===== config.mk =====
export PLATFORM = sky130hd
export DESIGN_NAME = instruction_fetch
export DESIGN_NICKNAME = d
export VERILOG_FILES = /design/src/rtl/instruction_fetch.sv
export SDC_FILE = /design/constraint.sdc
export NUM_CORES = 1
export LEC_CHECK = 0
export CAP_MARGIN = 20
export CORE_ASPECT_RATIO = 0.9
export CORE_UTILIZATION = 55
export CTS_BUF_LIST = sky130_fd_sc_hd__clkbuf_8 sky130_fd_sc_hd__clkbuf_16
export DETAILED_ROUTE_END_ITERATION = 6
export GPL_TIMING_DRIVEN = 0
export PLACE_DENSITY = 0.8
export REMOVE_ABC_BUFFERS = 1
export SYNTH_ARGS = -nofsm -noshare
export SYNTH_HDL_FRONTEND = slang
export SYNTH_SLANG_ARGS = --single-unit

===== constraint.sdc =====
create_clock -name clk -period 8 [get_ports clk]
set_input_delay 1.2 -clock clk [delete_from_list [all_inputs] [get_ports clk]]
set_output_delay 1.2 -clock clk [all_outputs]
set_load 0.02 [all_outputs]

===== src/rtl/instruction_fetch.sv =====
// instruction_fetch
//   Fetch stage in front of instruction memory. Owns the PC, presents it on
//   imemPC, captures the returned 32-bit VLIW word (four 8-bit slots) and
//   queues {PC, word} in a small FIFO feeding decode over valid/ready.
//   Handles memory misses, decode back-pressure and branch redirects.
//
// Parameters
//   RESET_PC   PC after reset (bits [1:0] must be 0)
//   BUF_DEPTH  FIFO entries, power of two, 2..16
//
// Ports
//   clk         clock, rising edge
//   reset       asynchronous active-low reset
//   imemPC      registered fetch address to instruction memory
//   imemHit     memory holds a valid word for imemPC this cycle
//   imemWord    instruction word for imemPC
//   redirect    branch-taken pulse from execute
//   redirectPC  branch target (bits [1:0] ignored)
//   decReady    decode accepts the head entry
//   decValid    head entry valid
//   decWord     head entry instruction word
//   decPC       head entry PC
//   fetchCount  saturating count of pushed words
//   missCount   saturating count of miss cycles in FETCH/MISS
//
// Optional feature: define FETCH_PERF_EN to build the two performance
// counters; otherwise fetchCount and missCount are tied to zero.
//
// state   | meaning
// --------+-----------------------------------------------------------
// S_FETCH | presenting imemPC, pushing each hit word
// S_MISS  | memory missed, imemPC held until the word arrives
// S_STALL | FIFO full, imemPC held, waiting for decode to pop
module instruction_fetch #(
  parameter logic [31:0] RESET_PC  = 32'h0000_0000,
  parameter int          BUF_DEPTH = 4
) (
  input  logic        clk,
  input  logic        reset,
  output logic [31:0] imemPC,
  input  logic        imemHit,
  input  logic [31:0] imemWord,
  input  logic        redirect,
  input  logic [31:0] redirectPC,
  input  logic        decReady,
  output logic        decValid,
  output logic [31:0] decWord,
  output logic [31:0] decPC,
  output logic [15:0] fetchCount,
  output logic [15:0] missCount
);

  localparam int PTR_W = (BUF_DEPTH > 1) ? $clog2(BUF_DEPTH) : 1;
  localparam int CNT_W = PTR_W + 1;
  localparam logic [CNT_W-1:0] DEPTH_C = CNT_W'(BUF_DEPTH);

  typedef enum logic [1:0] {S_FETCH, S_MISS, S_STALL} state_t;

  state_t           state;
  logic [31:0]      buf_word [BUF_DEPTH];
  logic [31:0]      buf_pc   [BUF_DEPTH];
  logic [PTR_W-1:0] rd_ptr, wr_ptr, rd_ptr_nxt;
  logic [CNT_W-1:0] count, cnt_after_pop, count_nxt;
  logic             fetching, pop, push;
  logic             unused_pc_bits;

  assign unused_pc_bits = ^redirectPC[1:0];

  assign decValid = (count != '0);

  always_comb begin
    fetching      = (state == S_FETCH) || (state == S_MISS);
    pop           = decValid && decReady;
    push          = fetching && imemHit && !redirect && ((count < DEPTH_C) || pop);
    cnt_after_pop = count - CNT_W'(pop);
    count_nxt     = cnt_after_pop + CNT_W'(push);
    rd_ptr_nxt    = rd_ptr + PTR_W'(pop);
  end

  // Entry storage needs no reset; validity is tracked by count.
  always_ff @(posedge clk) begin
    if (push) begin
      buf_word[wr_ptr] <= imemWord;
      buf_pc[wr_ptr]   <= imemPC;
    end
  end

  always_ff @(posedge clk or negedge reset) begin
    if (!reset) begin
      state   <= S_FETCH;
      imemPC  <= RESET_PC;
      rd_ptr  <= '0;
      wr_ptr  <= '0;
      count   <= '0;
      decWord <= '0;
      decPC   <= '0;
    end else if (redirect) begin
      // Flush wins over everything; a same-cycle pop has already been taken.
      state  <= S_FETCH;
      imemPC <= {redirectPC[31:2], 2'b00};
      rd_ptr <= '0;
      wr_ptr <= '0;
      count  <= '0;
    end else begin
      count  <= count_nxt;
      rd_ptr <= rd_ptr_nxt;
      if (push) begin
        wr_ptr <= wr_ptr + PTR_W'(1);
        imemPC <= imemPC + 32'd4;
      end
      // Head registers track the next head; when the FIFO drains they keep
      // the last shown entry. A push into an otherwise empty FIFO becomes
      // the head directly since storage is not written until this edge.
      if (count_nxt != '0) begin
        if (push && (cnt_after_pop == '0)) begin
          decWord <= imemWord;
          decPC   <= imemPC;
        end else begin
          decWord <= buf_word[rd_ptr_nxt];
          decPC   <= buf_pc[rd_ptr_nxt];
        end
      end
      case (state)
        S_FETCH, S_MISS: begin
          if (!imemHit)  state <= S_MISS;
          else if (push) state <= S_FETCH;
          else           state <= S_STALL;
        end
        S_STALL: state <= (count_nxt < DEPTH_C) ? S_FETCH : S_STALL;
        default: state <= S_FETCH;
      endcase
    end
  end

`ifdef FETCH_PERF_EN
  always_ff @(posedge clk or negedge reset) begin
    if (!reset) begin
      fetchCount <= '0;
      missCount  <= '0;
    end else begin
      if (push && (fetchCount != 16'hFFFF))
        fetchCount <= fetchCount + 16'd1;
      if (fetching && !imemHit && !redirect && (missCount != 16'hFFFF))
        missCount <= missCount + 16'd1;
    end
  end
`else
  assign fetchCount = 16'h0000;
  assign missCount  = 16'h0000;
`endif

endmodule


==> results.tsv, run 1 <==
metric	value	unit
clkTransAtPathRegs	60	ps
max-vdd-ir-drop	225	µV
path_class	primary input to register	
cts.sinks	349	
status	completed	
path_cells	clkdlybuf4s50_1 -> nor2b_1 -> or3_4 -> inv_1 -> ha_1 -> ha_1 -> xor2_1 -> a21oi_4 -> buf_16 -> buf_12 -> nor2_1 -> a31oi_1	
setup_viol	0	
path_common_cell	ha_1	
die_h	154	µm
fin_tns_setup	0	ps
ys_async_sr_fraction	28.9	%
post_cts_buffers	0	
synth_top_area_share	52.5	%
wirelength	30.2	mm
multi_input_area	3880	µm²
setup.worst_path.start	decReady	
drc	0	
dieWidth	171	µm
synth_cell_types	42	
cp.arrival	4460	ps
clockRootBuffer	clkbuf_16	
synthMuxAreaShare	10.1	%
rows	55	
floorplan.initialDensity	56.1	%
hpwl	18.0	mm
synth_top_family_by_area	multiplexers	
grt_max_degree	63	
viasPerCell	5.64	
synth.area.top_cells	edfxtp_1 (53%), dfrtp_1 (18%), mux4_2 (9.8%)	
endpoint_kind	register	
p_per_area	349	nW/µm²
yosysSeqAreaShare	70.3	%
synth_cells	945	
htree_levels	2	
grt_overflow	0	
area_growth	23.5	%
num-nets-final	1185	
cp_slowest_cell	a21oi_4	
vias	8314	
grt_usage	23.5	%
ff_latch_area	9970	µm²
fin_crit_sh	50.5	%
grt_pass1_vias	8223	
synthXorXnorAreaFrac	1.85	%
antenna_cells	0	
drive_gt1_share	13.4	%
synth-simple-area-share	9.19	%
drv_slew	0	
synthAdderAreaFrac	0.882	%
worstSetupStartpointType	primary input	
ctsHoldBuffers	0	
io_pins	198	
avgRoutedWirePerCell	20.5	µm
core_area	25300	µm²
slowest_delay	710	ps
globalplace.congestion	0.753	
nFillCells	1666	
cp.required	8420	ps
layout.cells.most_common	edfxtp_1	
fmax	247	MHz
cp_max_fo	40	
path_buf_inv	4	
critPathTopFamily	buffers and inverters	
cts_tree	done	
maxCapViolCount	0	
drt_iter0_markers	746	
min-delay-path-class	register to register	
rsz0062_at_grt	false	
cts_buffers	36	
leakagePower	0.00620	µW
cts_resized	0	
grt_pass1_wl	46.7	mm
hold_viol_final	0	
synth_edf_count	248	
finalCriticalPeriod	4040	ps
worst_slew_pin_slew	968	ps
total_power	6110	µW
cts_buffer_depth	3	
firstDrtPassIters	5	
fin_hold_ws	472	ps
antenna_left	0	
die-area	26400	µm²
reg2reg_from	count[2]	
ys_warn_count	0	
most-common-layout-cells	edfxtp_1 (248), nand2_1 (163), clkdlybuf4s50_1 (157)	
slew_headroom	35.3	%
syn_area	14200	µm²
synth_flop_cell	edfxtp_1	
clock_latency	510	ps
avgSynthCellArea	15.0	µm²
synth_compound_area_share	4.00	%
synth_top_cell_by_area	edfxtp_1	
hold_start	state[1]	
skew	11.5	ps
antenna_found_initial	0	
port_buffers	159	
synth_seq_cells	349	
==> metrics by stage <==
step | instances | cell area [µm²] | utilization [%] | setup slack (ps)
floorplan | 894 | 13800 | - | 882
global placement | 1395 | 15900 | 62.8 | -3770
detailed placement | 1409 | 16300 | 64.4 | 3520
CTS | 1473 | 17500 | 69.3 | 4020
global route | 1474 | 17500 | 69.3 | 3750
finish | 1474 | 17500 | 69.3 | 3960
==> synthesized netlist by cell type (all sizes together) (2+ instances only) <==
master and number:
edfxtp 248, nand2 163, dfrtp 101, nor2 71
a31oi 62, mux4 62, buf 47, clkbuf 39
o21ai 26, xnor2 16, xor2 14, nand3 12
ha 10, inv 10, nand4 10, and2 7
nor4 7, nor2b 6, or3 5, and3 4
and4 4, nor3 4, a21oi 2, mux2 2
nand2b 2, or2 2
==> worst paths after layout <==
| path | to | slack [ps] | depth (start not counted) |
|---|---|---|---|
| worst max register to register | decWord[25] | 4470 | 12 |
| max in group asynchronous | imemPC[26] | 6510 | 2 |
| worst min register to register | state[0] | 470 | 1 |
| worst min-delay path | state[0] | 470 | 1 |
| worst max-delay path | decWord[25] | 3960 | 12 |
| min in group asynchronous | decWord[7] | 720 | 1 |
==> cell families after synthesis <==
logic type      count (synthesis)
xor+xnor                       30
flops                         349
buf+inv                        96
compound gates                 94
mux                            65
simple gates                  300
fa+ha+maj                      10
other cells                     1
==> registers in the layout, indices dropped and copies added (netlist names) <==
register  cells
buf_pc      120
buf_word    128
count         3
decPC        30
decWord      32
imemPC       30
rd_ptr        2
state         2
wr_ptr        2
==> area by class of cell <==
| cell class | count | share of cell area [%] |
|---|---|---|
| Inverter | 10 | 0.214 |
| Tap cell | 342 | 2.44 |
| Clock buffer | 38 | 5.37 |
| Timing Repair Buffer | 174 | 11.1 |
| Clock inverter | 26 | 1.75 |
| Sequential cell | 349 | 57.0 |
| Multi-Input combinational cell | 535 | 22.2 |
==> report_power, final <==
part           switching (µW)  internal (µW)  total, µW
sequential                152           2200       2350
combinational            1020            971       2000
clock                     678           1080       1760
==> per-layer routing <==
metal,global-route usage (%),vias to the layer above,share of wire (%)
met5,0,-,0
met1,32.5,4188,42
met2,38.4,317,49
li1,-,3758,-
met3,4.71,51,7.4
met4,5.95,0,1.7
No activity file was read; power rests on OpenSTA's default activity.
==> run 2: changes to the inputs <==
Clock period 8 ns to 4.2 ns, I/O delays scaled along.
==> results of run 2 <==
Same layout as run 1 (identical final DEF). Status: completed.
Among the figures that moved: setup slack after placement 3520 ps -> 289 ps; setup slack after layout 3960 ps -> 675 ps; hold slack 472 ps -> 146 ps; start point of the critical path decReady -> count[2]; register-to-register setup slack 4470 ps -> 670 ps; total power 6110 µW -> 11600 µW; worst IR drop on VDD 225 µV -> 429 µV
